`src/rtl/int_multiplier.sv`:
```
// -----------------------------------------------------------------------------
// int_multiplier
//
// Sequential unsigned shift-add multiplier, one multiplier bit per clock.
// Operands are accepted on an InValid/InReady handshake and the 2*WIDTH-bit
// product is returned on an OutValid/OutReady handshake, matching the
// interface of the shift-subtract integer divider it pairs with.
//
// Optional build macro: INT_MULT_EARLY_TERM_EN
//   When defined, RUN ends as soon as the remaining multiplier bits are all
//   zero, so small multipliers finish early. The product is unchanged and
//   the interface is identical in both builds.
// -----------------------------------------------------------------------------
module int_multiplier #(
    parameter int WIDTH = 8
) (
    input  logic                 Clk,
    input  logic                 Rst,
    input  logic                 InValid,
    output logic                 InReady,
    input  logic [WIDTH-1:0]     A,
    input  logic [WIDTH-1:0]     B,
    output logic                 OutValid,
    input  logic                 OutReady,
    output logic [2*WIDTH-1:0]   Product,
    output logic                 Busy
);

    localparam int PW = 2 * WIDTH;
    localparam int CW = $clog2(WIDTH);
    localparam logic [CW-1:0] LAST_COUNT = CW'(WIDTH - 1);

    // Operand width outside 2..32 is not a supported configuration.
    if (WIDTH < 2 || WIDTH > 32) begin : g_bad_width
        $error("int_multiplier: WIDTH must be in 2..32");
    end

    typedef enum logic [1:0] {
        IDLE = 2'd0,
        RUN  = 2'd1,
        DONE = 2'd2
    } state_e;

    state_e          state_q,   state_d;
    logic [PW-1:0]   acc_q,     acc_d;
    logic [PW-1:0]   mcand_q,   mcand_d;
    logic [WIDTH-1:0] mplier_q, mplier_d;
    logic [CW-1:0]   count_q,   count_d;
    logic [PW-1:0]   product_q, product_d;

    // Multiplier bits still to be consumed after this RUN edge.
    logic [WIDTH-1:0] mplier_shift;
    // High on the RUN edge that performs the final add.
    logic             last_step;

    assign mplier_shift = mplier_q >> 1;

`ifdef INT_MULT_EARLY_TERM_EN
    // Stop once no set multiplier bits remain; the count still bounds RUN.
    assign last_step = (count_q == LAST_COUNT) || (mplier_shift == '0);
`else
    // Always walk every multiplier bit.
    assign last_step = (count_q == LAST_COUNT);
`endif

    // Next-state and datapath update for the IDLE/RUN/DONE sequence.
    always_comb begin
        // NOTE: every signal written here gets a default first so no path
        // leaves it unassigned, which would otherwise infer a latch.
        state_d   = state_q;
        acc_d     = acc_q;
        mcand_d   = mcand_q;
        mplier_d  = mplier_q;
        count_d   = count_q;
        product_d = product_q;

        unique case (state_q)
            IDLE: begin
                if (InValid) begin
                    mcand_d  = {{WIDTH{1'b0}}, A};
                    mplier_d = B;
                    acc_d    = '0;
                    count_d  = '0;
                    state_d  = RUN;
                end
            end

            RUN: begin
                // The accumulator is 2*WIDTH wide, so this add never wraps.
                if (mplier_q[0]) begin
                    acc_d = acc_q + mcand_q;
                end
                mcand_d  = mcand_q << 1;
                mplier_d = mplier_shift;
                count_d  = count_q + CW'(1);
                if (last_step) begin
                    // Capture the finished sum so Product stays put after the
                    // accumulator is cleared by the next accept.
                    product_d = acc_d;
                    state_d   = DONE;
                end
            end

            DONE: begin
                // Operands are ignored here; only the retire handshake matters.
                if (OutReady) begin
                    state_d = IDLE;
                end
            end

            default: begin
                state_d = IDLE;
            end
        endcase
    end

    // State and datapath registers with synchronous reset.
    always_ff @(posedge Clk) begin
        if (Rst) begin
            // NOTE: the datapath registers are reset too, not just the state,
            // so Product reads 0 after reset and an aborted operation leaves
            // nothing behind.
            state_q   <= IDLE;
            acc_q     <= '0;
            mcand_q   <= '0;
            mplier_q  <= '0;
            count_q   <= '0;
            product_q <= '0;
        end else begin
            // NOTE: non-blocking assignments so every register updates from
            // the values present before the edge.
            state_q   <= state_d;
            acc_q     <= acc_d;
            mcand_q   <= mcand_d;
            mplier_q  <= mplier_d;
            count_q   <= count_d;
            product_q <= product_d;
        end
    end

    // Handshake and status outputs decode directly from the state register.
    assign InReady  = (state_q == IDLE);
    assign OutValid = (state_q == DONE);
    assign Busy     = (state_q != IDLE);
    assign Product  = product_q;

endmodule

```
`config.mk`:
```
export PLATFORM = sky130hd
export DESIGN_NAME = int_multiplier
export DESIGN_NICKNAME = d
export VERILOG_FILES = /design/src/rtl/int_multiplier.sv
export SDC_FILE = /design/constraint.sdc
export NUM_CORES = 1
export LEC_CHECK = 0
export ABC_AREA = 1
export CORE_MARGIN = 4
export CORE_UTILIZATION = 35
export CTS_BUF_LIST = sky130_fd_sc_hd__clkbuf_2 sky130_fd_sc_hd__clkbuf_4 sky130_fd_sc_hd__clkbuf_8
export DETAILED_ROUTE_END_ITERATION = 7
export DONT_BUFFER_PORTS = 1
export GPL_TIMING_DRIVEN = 0
export SYNTH_ARGS = -nofsm -noshare
export SYNTH_HDL_FRONTEND = slang
export SYNTH_SLANG_ARGS = --single-unit
```
`constraint.sdc`:
```
create_clock -name Clk -period 2.51 [get_ports Clk]
set_clock_uncertainty 0.05 [all_clocks]
set_input_delay 0.6275 -clock Clk [delete_from_list [all_inputs] [get_ports Clk]]
set_output_delay 0.6275 -clock Clk [all_outputs]
set_load 0.05 [all_outputs]
```
Word level (Yosys, flattened, before mapping). Cells that the tools add are included.

Logic and storage cells: 33. Bits in registers: 61.

Mux-type cells: 13. Reductions and logical operators: 6. $add $sub $neg: 2. Equal/unequal tests: 6.

Operators by type and width (count): 16-bit one-hot mux with 2 select lines (2); 16-bit 2-to-1 mux (3); 16-bit adder (1); 8-bit one-hot mux with 2 select lines (1); 8-bit 2-to-1 mux (1); 2-bit 2-to-1 mux (3); 2-bit one-hot mux with 3 select lines (1); 3-bit one-hot mux with 2 select lines (1); 2-bit inequality test, second input constant (2); 2-bit AND reduction (2); 2-bit nonzero test (2); 3-bit by 1-bit adder with 3-bit output, second input constant (1); 3-bit equality test, second input constant (1); 3-bit 2-to-1 mux (1); 3-bit AND reduction (1); 2-bit by 1-bit equality test with 1-bit output, second input constant (1); 2-bit equality test, second input constant (1); 2-bit logical NOT (1); 2-bit by 1-bit inequality test with 1-bit output, second input constant (1).

Logic depth before layout (Yosys ltp).
Depth in word-level cells: 3. Gate-level depth with buffers: 14. Gate-level depth less buffers: 14.

Least setup slack after synthesis. OpenSTA, ideal clock, no wires.

Path type: register to output. Start: reg state_q[1]. End: out Busy. Arrival: 1614 ps. Path buffers: 0. Slack: 218 ps. Cell stages (with the launch flop): 3. Required time: 1832 ps. Cell sequence: dfxtp_1 > nor2_1 > inv_1.

Longest elaborated chain between the ends: 1.

Ends and longest elaborated chain: from (decl) (line 44) `state_e state_q, state_d;`; from (signal assigned) (line 132) `state_q <= state_d;`; 2-bit nonzero test (line 144) `assign Busy = (state_q != IDLE);`; to (decl) (line 26) `output logic Busy`.

No other way between the ends.

Final worst setup path. Same ends and word-level chain as after synthesis.

==> reports/metrics.yaml <==
die-area_um2: 11700
die_y_um: 108
wl_per_cell_um: 13.7
layout.nets: 563
yosysMostFrequentCell: "nand2_1"
synthesis.area_um2: 3500
drv_slew: 0
synthDistinctLibCells: 29
ys_top_cells_by_area: "dfxtp_1, nand2_1, a21oi_1"
final_cell_count_no_fill: 663
dr.pass1.iters: 4
drt-initial-drc-count: 174
max_stage_delay_ps: 550
antenna_found_initial: 0
vias: 3223
setup_viol: 0
gp_congestion: 0.906
vdd_drop_max_uv: 200
p_total_mw: 2.22
pin_count: 39
critPathArrivalTime_ps: 1700
cp.required_ps: 1830
wl_um: 9100
nFillCells: 1070
grt_pass1_vias: 3079
num_rows: 36
clk_latency_ps: 360
overflow: 0
rsz0062_at_grt: "false"
fp.coreArea_um2: 9770
p_leak_nw: 1.71
clk_path_buf_depth: 2
max_slew_margin_pct: 37.2
synth_ff_type: "dfxtp_1"
worstPathMaxFanout: 5
htreeDepth: 3
cp-end-kind: "primary output"
cp_cell_sequence: "nor2_2 -> inv_1"
grt_max_degree: 13
initial_utilization_pct: 35.8
synth_edf_count: 0
final-hold-violation-count: 0
cts_made_buffers: 9
grt_pass1_wl_um: 14900
via_per_inst: 4.86
path_class: "flip-flop to primary output"
cts_tree: "done"
hold_class: "input pin to flip-flop"
tns_ps: 0
drc: 0
ant_nets: 0
worstMarginPinSlew_ps: 938
io_buffers: 0
period_share_pct: 94.8
synth_top_area_share_pct: 34.9
async_flop_share_pct: 0
syn_area_per_cell_um2: 6.80
cts_root_buf: "clkbuf_8"
clock.fmax_mhz: 420
diodes: 0
start_kind: "flip-flop"
outcome: "finished clean"
yosysWarnings: 0
drive_gt1_share_pct: 11.9
synth_common_cells: "nand2_1, inv_1, dfxtp_1, a21oi_1, nor2_1"
syn_to_final_growth_pct: 9.84
syn-num-nets: 552
maxCapViolCount: 0
p_per_area_nw_per_um2: 578
yosys.area.top_type: "dfxtp_1"
cp_slowest_cell: "nor2_2"
period_needed_ps: 2380
cts.sinks: 61
clk_pin_slew_ps: 80
dp_cells: 647
die_w_um: 108
grt_use_total_pct: 16.4
post-dp-hpwl_um: 6830
yosysSeqAreaShare_pct: 34.9
synthCells: 514
synth-seq-cells: 61
## power breakdown
part	switching (mW)	internal (mW)	total, mW
Sequential	0.0339	1.01	1.04
Combinational	0.244	0.130	0.374
Clock	0.442	0.360	0.802
## path summary, 6_finish.rpt
check                      startpoint                  endpoint  slack [ps]  depth (start not counted)
max           state_q[1]$_SDFFE_PP0P_                      Busy         130                          2
min                              B[7]  mplier_q[7]$_SDFFE_PP0P_         390                          2
max reg2reg     acc_q[0]$_SDFFE_PP0P_  Product[14]$_SDFFE_PP0P_         440                         14
min reg2reg  mplier_q[7]$_SDFFE_PP0P_  mplier_q[7]$_SDFFE_PP0P_         420                          2
## per-stage QoR
stage	util [%]	hold slack (ps)	cell area, µm²	setup slack [ps]
after floorplan	-	389	3500	218
after global placement	37.5	403	3660	143
after detailed placement	37.5	411	3660	119
after CTS	39.3	388	3840	106
after global routing	39.3	409	3840	74.6
final	39.3	394	3840	130
## layer usage
| metal | vias up | share of wire (%) | wire length (µm) | GRT usage, % |
|---|---|---|---|---|
| li1 | 1668 | - | - | - |
| met1 | 1466 | 49 | 4480 | 21.9 |
| met2 | 71 | 43 | 3930 | 25.4 |
| met3 | 18 | 5.2 | 474 | 3.16 |
| met4 | 0 | 2.4 | 215 | 7.94 |
| met5 | - | 0 | 0 | 0 |
## placed cells by master, fill, tap and decap left out, drive strengths merged, types with 4 or more instances in the layout
cell / n
nor2: 33
clkinv: 4
inv: 73
ha: 17
clkbuf: 17
xnor2: 6
nand3: 27
o21ai: 12
or2: 8
dfxtp: 61
nand2: 164
buf: 15
o22ai: 14
a21oi: 55
a211oi: 15
## layout make-up
class	count	area (µm²)	share of cell area (%)
sequential	61	1220	31.8
tap	133	166	4.33
clock inverter	7	51.3	1.34
clock buffer	9	124	3.22
buffer	23	123	3.19
inverter	72	270	7.04
multi-input combinational	358	1890	49.1
## critical path, delay by kind of cell (launching register included)
kind,cells,cell delay (ps)
flops,1,360
buf+inv,1,420
simple gates,1,550
## cell families (layout without fill, tap and decap cells)
family | Yosys count | in the layout | share of synthesized area, %
AOI/OAI and AO/OA | 96 | 96 | 17.6
xor gates and xnor gates | 7 | 7 | 1.75
adders and majority gates | 18 | 18 | 6.65
buffers and inverters | 95 | 111 | 11.2
DFF | 61 | 61 | 34.9
and+or+nand+nor | 237 | 237 | 27.8
## sequential cells by signal, summed over array words and instances (netlist names)
signal	flops
Product	16
acc_q	16
count_q	3
mcand_q	16
mplier_q	8
state_q	2
## repair_timing
action / CTS / global route
hold buffers: 0 / 0
endpoints found under the setup margin: 1 / 0
resized for setup: 1 / 0
setup buffers: 0 / 0
No activity file was read; power rests on OpenSTA's default activity.
